**config.mk**
```make
export PLATFORM = sky130hd
export DESIGN_NAME = brush_stamp_ctrl
export DESIGN_NICKNAME = d
export VERILOG_FILES = /design/src/rtl/brush_stamp_ctrl_pkg.sv /design/src/rtl/brush_point_gen.sv /design/src/rtl/brush_stamp_ctrl.sv
export SDC_FILE = /design/constraint.sdc
export NUM_CORES = 1
export LEC_CHECK = 0
export ABC_AREA = 0
export BUFFER_PORTS_ARGS = -buffer_cell sky130_fd_sc_hd__clkbuf_2
export CAP_MARGIN = 10
export CORE_MARGIN = 4
export CORE_UTILIZATION = 40
export DETAILED_ROUTE_END_ITERATION = 16
export PLACE_DENSITY = 0.6
export SYNTH_ARGS = -nofsm -noshare
export SYNTH_HDL_FRONTEND = slang
export SYNTH_SLANG_ARGS = --single-unit
```
**constraint.sdc**
```tcl
create_clock -name clk -period 14.2 [get_ports clk]
set_input_delay 2.13 -clock clk [delete_from_list [all_inputs] [get_ports clk]]
set_output_delay 2.13 -clock clk [all_outputs]
set_load 0.01 [all_outputs]
```
**src/rtl/brush_stamp_ctrl_pkg.sv**
```systemverilog
// Shared paint definitions: canvas geometry, colour codes, paint states.
package brush_stamp_ctrl_pkg;

    localparam int CANVAS_W = 160;
    localparam int CANVAS_H = 120;
    localparam int ADDR_W   = 15;
    localparam int COLOR_W  = 3;
    localparam int BRUSH_S  = 1;
    localparam int BRUSH_L  = 5;
    localparam int NPIX     = CANVAS_W * CANVAS_H;
    localparam int RAD_W    = 3;
    localparam int OFS_W    = 4;

    localparam logic [COLOR_W-1:0] COL_BLACK  = 3'b000;
    localparam logic [COLOR_W-1:0] COL_BLUE   = 3'b001;
    localparam logic [COLOR_W-1:0] COL_GREEN  = 3'b010;
    localparam logic [COLOR_W-1:0] COL_CYAN   = 3'b011;
    localparam logic [COLOR_W-1:0] COL_RED    = 3'b100;
    localparam logic [COLOR_W-1:0] COL_PURPLE = 3'b101;
    localparam logic [COLOR_W-1:0] COL_YELLOW = 3'b110;
    localparam logic [COLOR_W-1:0] COL_WHITE  = 3'b111;
    localparam logic [COLOR_W-1:0] BG_COLOR   = COL_WHITE;

    typedef enum logic [1:0] {
        ST_IDLE,
        ST_STAMP,
        ST_CLEAR
    } state_t;

    typedef struct packed {
        logic [7:0]         x;
        logic [6:0]         y;
        logic               big;
        logic [COLOR_W-1:0] col;
    } sample_t;

    function automatic logic [RAD_W-1:0] radius_of(input logic big);
        return big ? RAD_W'((BRUSH_L - 1) / 2) : RAD_W'((BRUSH_S - 1) / 2);
    endfunction

    function automatic logic [ADDR_W-1:0] pix_addr(
        input logic [9:0] x,
        input logic [8:0] y
    );
        return ADDR_W'(y) * ADDR_W'(CANVAS_W) + ADDR_W'(x);
    endfunction

endpackage

```
**src/rtl/brush_point_gen.sv**
```systemverilog
// Raster walk over a square brush footprint around a centre point,
// flagging points that fall outside the canvas.
module brush_point_gen
    import brush_stamp_ctrl_pkg::*;
(
    input  logic             clk,
    input  logic             clr,
    input  logic             load,
    input  logic             advance,
    input  logic [7:0]       cx,
    input  logic [6:0]       cy,
    input  logic [RAD_W-1:0] radius,
    output logic [9:0]       px,
    output logic [8:0]       py,
    output logic             in_bounds,
    output logic             last
);

    logic [OFS_W-1:0] ox;
    logic [OFS_W-1:0] oy;
    logic [OFS_W-1:0] span;

    assign span = OFS_W'({radius, 1'b0});

    always_ff @(posedge clk) begin
        if (clr || load) begin
            ox <= '0;
            oy <= '0;
        end else if (advance) begin
            if (ox == span) begin
                ox <= '0;
                oy <= oy + 1'b1;
            end else begin
                ox <= ox + 1'b1;
            end
        end
    end

    // Offsets are unsigned 0..2r; subtracting r gives the signed position,
    // and a set MSB means the point lies left of / above the canvas.
    assign px = 10'(cx) + 10'(ox) - 10'(radius);
    assign py = 9'(cy) + 9'(oy) - 9'(radius);

    assign in_bounds = !px[9] && (px < 10'(CANVAS_W))
                    && !py[8] && (py < 9'(CANVAS_H));
    assign last = (ox == span) && (oy == span);

endmodule

```
**src/rtl/brush_stamp_ctrl.sv**
```systemverilog
// Paint write sequencer: turns cursor samples into clipped brush stamps
// and runs canvas clears through the shared framebuffer write port.
module brush_stamp_ctrl
    import brush_stamp_ctrl_pkg::*;
(
    input  logic               clk,
    input  logic               clr,
    input  logic               tool_on,
    input  logic               size_sel,
    input  logic [COLOR_W-1:0] color,
    input  logic [7:0]         cur_x,
    input  logic [6:0]         cur_y,
    input  logic               cur_valid,
    input  logic               clear_req,
    input  logic               fb_gnt,
    output logic               fb_we,
    output logic [ADDR_W-1:0]  fb_addr,
    output logic [COLOR_W-1:0] fb_wdata,
    output logic               busy
);

    state_t             state;
    state_t             state_nx;
    sample_t            new_s;
    sample_t            pend;
    sample_t            stamp;
    sample_t            last;
    logic               pend_v;
    logic               last_v;
    logic               clr_flag;
    logic [ADDR_W-1:0]  clr_cnt;
    logic               take;
    logic               start_stamp;
    logic               start_clear;
    logic               drop;
    logic               adv;
    logic               stamp_done;
    logic               clear_done;
    logic [9:0]         px;
    logic [8:0]         py;
    logic               in_b;
    logic               pt_last;

    assign new_s = '{x: cur_x, y: cur_y, big: size_sel, col: color};
    assign take  = cur_valid && tool_on;
    assign busy  = (state != ST_IDLE);

    brush_point_gen u_pgen (
        .clk       (clk),
        .clr       (clr),
        .load      (start_stamp),
        .advance   (adv),
        .cx        (stamp.x),
        .cy        (stamp.y),
        .radius    (radius_of(stamp.big)),
        .px        (px),
        .py        (py),
        .in_bounds (in_b),
        .last      (pt_last)
    );

    always_comb begin
        state_nx    = state;
        start_stamp = 1'b0;
        start_clear = 1'b0;
        drop        = 1'b0;
        adv         = 1'b0;
        stamp_done  = 1'b0;
        clear_done  = 1'b0;
        fb_we       = 1'b0;
        fb_addr     = '0;
        fb_wdata    = '0;
        unique case (state)
            ST_IDLE: begin
                if (clr_flag) begin
                    state_nx    = ST_CLEAR;
                    start_clear = 1'b1;
                end else if (pend_v) begin
                    if (last_v && (pend == last)) begin
                        drop = 1'b1;
                    end else begin
                        state_nx    = ST_STAMP;
                        start_stamp = 1'b1;
                    end
                end
            end
            ST_STAMP: begin
                fb_addr  = pix_addr(px, py);
                fb_wdata = stamp.col;
                fb_we    = in_b && fb_gnt;
                // Clipped points never need the port, so they cost one cycle.
                adv      = in_b ? fb_gnt : 1'b1;
                if (adv && pt_last) begin
                    stamp_done = 1'b1;
                    state_nx   = ST_IDLE;
                end
            end
            ST_CLEAR: begin
                fb_addr  = clr_cnt;
                fb_wdata = BG_COLOR;
                fb_we    = fb_gnt;
                if (fb_gnt && (clr_cnt == ADDR_W'(NPIX - 1))) begin
                    clear_done = 1'b1;
                    state_nx   = ST_IDLE;
                end
            end
            default: state_nx = ST_IDLE;
        endcase
    end

    always_ff @(posedge clk) begin
        if (clr) begin
            state    <= ST_IDLE;
            pend     <= '0;
            stamp    <= '0;
            last     <= '0;
            pend_v   <= 1'b0;
            last_v   <= 1'b0;
            clr_flag <= 1'b0;
            clr_cnt  <= '0;
        end else begin
            state <= state_nx;
            // A sample arriving as the old one is consumed must survive.
            if (take) begin
                pend   <= new_s;
                pend_v <= 1'b1;
            end else if (start_stamp || drop) begin
                pend_v <= 1'b0;
            end
            if (start_stamp) begin
                stamp <= pend;
            end
            if (clear_req) begin
                clr_flag <= 1'b1;
            end else if (start_clear) begin
                clr_flag <= 1'b0;
            end
            if (start_clear) begin
                clr_cnt <= '0;
            end else if ((state == ST_CLEAR) && fb_gnt) begin
                clr_cnt <= clr_cnt + 1'b1;
            end
            if (stamp_done) begin
                last   <= stamp;
                last_v <= 1'b1;
            end else if (clear_done) begin
                last_v <= 1'b0;
            end
        end
    end

endmodule

```
==> results.cfg, run 1 <==
[timing]
relSlewSlack = 0.462
finalHoldViolations = 0
fmax_mhz = 144
tns_ns = 0
period_minus_slack_ns = 6.93
rsz0062_at_grt = false
tightest_slew_ns = 0.807
period_share = 0.488
setup_ws_ns = 7.27
finalHoldWorstSlack_ns = 0.486
clock_skew_ns = 0.0120
maxSlewViolCount = 0
setup_violations = 0

[critical_path]
cp-start-kind = flop
cp-startpoint = u_pgen.oy[0]
crit_required_ns = 12.07
worst-path-max-fanout = 6
worstPathArrival_ns = 4.80
r2r_start = u_pgen.ox[0]
cp_slowest_cell = fa_1
worstSetupPathType = flop to primary output
crit_path_end_kind = primary output
crit_chain = ha_1 > inv_1 > fa_1 > nand2b_1 > a21oi_1 > xnor2_1 > xnor2_1 > inv_1 > ha_1 > fa_1 > ha_1 > nand2_1 > o21ai_0 > and3_1 > nand3_1 > xnor2_1 > nand3_1 > o211ai_1 > clkbuf_2
critPathMaxStageDelay_ns = 0.50

[final_layout]
synthToLayoutAreaGrowth_pct = 11.6
instances_no_fill = 900
fin_nets = 781
drive_gt1_frac = 0.108
antenna_cells = 0
utilization = 0.454
finalInstanceArea_sq_um = 6280
nFillCells = 1361

[synth]
synth_most_common_cell = dfxtp_1
netlist_area_sq_um = 5620
syn-num-nets = 755
yosysWarnings = 0
synth_top_area_cell = dfxtp_1
synthTopCellsByCount = dfxtp_1, nand2_1, nor2_1
synthCells = 689
synthFlopType = dfxtp_1
yosys_register_bits = 85
synth_edf_count = 0
synth_top_area_frac = 0.303
synth.area.top_cells = dfxtp_1, ha_1, xnor2_1, mux2i_1, xor2_1
avgSynthCellArea_sq_um = 8.16
synth-seq-area-share = 0.303
async_flop_share = 0
synthDistinctLibCells = 64

[floorplan]
die_h_um = 127
coreArea_sq_um = 13800
start_util = 0.407
placementRows = 43
die_w_um = 127
io_pins = 45
die_area_sq_um = 16000

[power_and_ir_drop]
ir_drop_mv = 0.0967
total_power_uw = 600
p_leak_nw = 2.52
power.density_nw_per_um2 = 95.5

[clocking]
holdBufCountCts = 0
clock_latency_ns = 0.35
cts_resized = 0
tritoncts = yes
cts_max_level = 3
cts_buffers = 9
cts.sink_count = 85
cts_max_path_buffers = 2
cts_setup_buffers = 0
cts_root_buf = clkbuf_16
cts.clk_slew.worst_paths_ns = 0.07

[place]
placed_cells = 884
dpl_worst_slack_ns = 7.62
dp_hpwl_mm = 10.2
post_dp_cell_area_sq_um = 5960
port_buffers = 44
gp_congestion = 0.867

[grt]
grt_first_pass_wirelength_mm = 22.7
grt_pass1_vias = 4692
grt_util_all_layers = 0.173
antenna_found_initial = 0
grt_max_degree = 85
gr-total-overflow = 0

[route]
drt-initial-drc-count = 254
routed_via_density = 5.33
ant_nets = 0
drtPass1Iterations = 4
post_drt_wl_per_cell_um = 15.0
drt_wl_total_mm = 13.5
dr_total_vias = 4794
drc = 0

[min_path]
worstHoldPathType = flop to flop
hp-start = pend[12]

[job]
drv_cap = 0

[status]
status = complete, no violations
==> where the power goes <==
group	leakage, nW	internal (mW)	switching [mW]	total, mW
Clock	0.158	0.148	0.102	0.250
Combinational	1.67	0.0367	0.0614	0.0981
Sequential	0.688	0.245	0.00648	0.251
Total	2.52	0.429	0.170	0.600
==> layout make-up <==
type / count / area [sq um] / share of cell area
timing repair buffer: 48 / 250 / 0.0399
tap: 180 / 225 / 0.0359
multi-input combinational: 545 / 3680 / 0.587
clock buffer: 11 / 253 / 0.0403
inverter: 26 / 97.6 / 0.0156
clock inverter: 5 / 67.6 / 0.0108
sequential: 85 / 1700 / 0.271
==> per-layer routing <==
metal,routed length [um],GRT usage
met1,6340,0.226
met2,6300,0.285
met3,574,0.0320
met4,275,0.0625
met5,0,0
==> registers in the layout, indices dropped and copies added (netlist names), 2 cells and up <==
| register | flops |
|---|---|
| pend | 19 |
| u_pgen.ox | 4 |
| clr_cnt | 15 |
| stamp | 19 |
| state | 2 |
| last | 19 |
| u_pgen.oy | 4 |
==> critical path: cells and delay by family, from the launching register on <==
family	cells	cell delay (ns)
AO/OA/AOI/OAI	3	0.62
XOR/XNOR	3	0.64
adder cells (fa/ha/maj)	5	1.79
buffers and inverters	3	0.31
flip-flops	1	0.41
AND/OR/NAND/NOR	5	0.67
==> path summary, 6_finish.rpt <==
kind	endpoint	slack, ns	cells past startpoint
worst min register to register	pend[12]	0.49	2
worst max-delay path	fb_addr[14]	7.27	19
worst max register to register	last[0]	10.08	12
worst min-delay path	pend[12]	0.49	2
==> kinds of logic after synthesis <==
group	count (synthesis)	share of synthesized area
AND/OR/NAND/NOR	267	0.239
buffers and inverters	59	0.0434
AO/OA/AOI/OAI	142	0.164
adder cells (fa/ha/maj)	41	0.0966
multiplexers	28	0.0499
flip-flops	85	0.303
XOR/XNOR	67	0.104
==> cell usage in the layout, fill, tap and decap left out, drive strengths merged, types with 4 or more instances in the layout <==
| cell | synthesis | final |
|---|---|---|
| nor4 | 5 | 5 |
| dfxtp | 85 | 85 |
| fa | 4 | 4 |
| and3 | 10 | 10 |
| or2 | 5 | 5 |
| mux2i | 28 | 28 |
| a21o | 7 | 7 |
| nor2 | 59 | 59 |
| clkbuf | 24 | 55 |
| o41ai | 4 | 4 |
| or3 | 6 | 6 |
| a22oi | 10 | 10 |
| buf | 9 | 4 |
| xnor2 | 35 | 35 |
| nand4 | 6 | 6 |
| and2 | 11 | 11 |
| nor2b | 23 | 23 |
| nand3 | 27 | 27 |
| inv | 26 | 27 |
| a21oi | 48 | 48 |
| nand2 | 66 | 66 |
| nor3 | 8 | 8 |
| xor2 | 32 | 32 |
| ha | 37 | 37 |
| o21ai | 34 | 34 |
| o31ai | 5 | 5 |
| nand2b | 29 | 29 |
Note: power is estimated with default switching activity, not from simulation.
==> inputs of run 2 (changes only) <==
--- a/config.mk
+++ b/config.mk
@@ -11,7 +11,7 @@
 export CORE_MARGIN = 4
 export CORE_UTILIZATION = 40
 export DETAILED_ROUTE_END_ITERATION = 16
-export PLACE_DENSITY = 0.6
+export PLACE_DENSITY = 0.62
 export SYNTH_ARGS = -nofsm -noshare
 export SYNTH_HDL_FRONTEND = slang
 export SYNTH_SLANG_ARGS = --single-unit
==> constraint.sdc (replaced) <==
create_clock -name clk -period 6.1 [get_ports clk]
set_input_delay 0.915 -clock clk [delete_from_list [all_inputs] [get_ports clk]]
set_output_delay 0.915 -clock clk [all_outputs]
set_load 0.01 [all_outputs]
==> results.cfg, run 2 (synthesized netlist as in run 1, its figures left out) <==
[timing]
setup_violations = 0
period_minus_slack_ns = 5.70
tns_ns = 0
finalHoldViolations = 0
fmax_mhz = 175
maxSlewViolCount = 0
tightest_slew_ns = 0.824
period_share = 0.935
clock_skew_ns = 0.00956
relSlewSlack = 0.451
rsz0062_at_grt = false
setup_ws_ns = 0.396

[place]
dp_hpwl_mm = 10.4
gp_congestion = 0.911
placed_cells = 885
dpl_worst_slack_ns = 0.734
post_dp_cell_area_sq_um = 5960
port_buffers = 44

[critical_path]
worstPathArrival_ns = 4.79
worstSetupPathType = flop to primary output
cp-start-kind = flop
cp-startpoint = u_pgen.oy[0]
crit_path_end_kind = primary output
crit_required_ns = 5.18
worst-path-max-fanout = 6
r2r_start = u_pgen.ox[0]

[route]
drt_wl_total_mm = 13.5
drt-initial-drc-count = 219
drtPass1Iterations = 5
ant_nets = 0
routed_via_density = 5.38
post_drt_wl_per_cell_um = 14.9
dr_total_vias = 4839
drc = 0

[clocking]
holdBufCountCts = 0
cts.sink_count = 85
cts_resized = 0
cts_root_buf = clkbuf_16
cts_max_path_buffers = 2
cts_buffers = 9
tritoncts = yes
cts_setup_buffers = 0
cts.clk_slew.worst_paths_ns = 0.06
clock_latency_ns = 0.35
cts_max_level = 3

[grt]
grt_pass1_vias = 4730
grt_first_pass_wirelength_mm = 22.8
grt_max_degree = 85
antenna_found_initial = 0
gr-total-overflow = 0
grt_util_all_layers = 0.173

[power_and_ir_drop]
total_power_mw = 1.33
power.density_nw_per_um2 = 213
ir_drop_mv = 0.182
p_leak_nw = 2.50

[final_layout]
fin_nets = 782
synthToLayoutAreaGrowth_pct = 11.2
nFillCells = 1365
drive_gt1_frac = 0.108
finalInstanceArea_sq_um = 6250
antenna_cells = 0
mostFrequentLayoutCells = dfxtp_1, nand2_1, nor2_1
instances_no_fill = 900
final_common_cell = dfxtp_1
reg_top3 = last: 19 flops, pend: 19 flops, stamp: 19 flops

[min_path]
worstHoldPathType = flop to flop
hp-start = last[14]

[floorplan]
io_pins = 45
placementRows = 43
die_w_um = 127
coreArea_sq_um = 13800
start_util = 0.407
die_h_um = 127
die_area_sq_um = 16000

[status]
status = complete, no violations

[job]
drv_cap = 0
-- run 2: where the power goes --
group	switching (mW)	internal, mW	total (mW)
Sequential	0.0152	0.570	0.585
Clock	0.221	0.298	0.519
Combinational	0.142	0.0855	0.227
Total	0.378	0.953	1.33
-- run 2: area by class of cell --
type	count	area [sq um]	area share
clock buffer	11	253	0.0404
multi-input combinational	545	3680	0.589
inverter	26	97.6	0.0156
timing repair buffer	49	258	0.0412
sequential	85	1700	0.272
clock inverter	4	32.5	0.00521
tap	180	225	0.0360
-- run 2: worst max-delay path, stage by stage (launching register included) --
cell,delay (ns)
dfxtp_1,0.41
ha_1,0.22
inv_1,0.06
fa_1,0.39
nand2b_1,0.20
a21oi_1,0.29
xnor2_1,0.18
nor3_1,0.34
nand3_1,0.15
xor2_1,0.33
ha_1,0.30
ha_1,0.35
inv_1,0.10
nor2_1,0.06
a221oi_1,0.25
nand3_1,0.16
xnor2_1,0.27
a22oi_1,0.11
nor2b_1,0.14
clkbuf_2,0.14
-- run 2: through the flow --
stage | hold WS [ns] | util
floorplan | 0.455 | -
global placement | 0.471 | 0.431
detailed placement | 0.478 | 0.431
CTS | 0.490 | 0.452
global route | 0.506 | 0.452
finish | 0.488 | 0.452
-- run 2: path summary, 6_finish.rpt --
check | to | slack [ns] | depth (start not counted)
setup / recovery | fb_addr[13] | 0.40 | 19
hold / removal | last[14] | 0.49 | 2
setup reg to reg | last[12] | 2.05 | 12
hold reg to reg | last[14] | 0.49 | 2
-- run 2: routing by layer --
| layer | track usage | vias up | part of all wire |
|---|---|---|---|
| met5 | 0 | - | 0 |
| met4 | 0.0662 | 0 | 0.019 |
| met3 | 0.0265 | 19 | 0.036 |
| met2 | 0.297 | 102 | 0.48 |
| met1 | 0.218 | 2268 | 0.47 |
| li1 | - | 2450 | - |
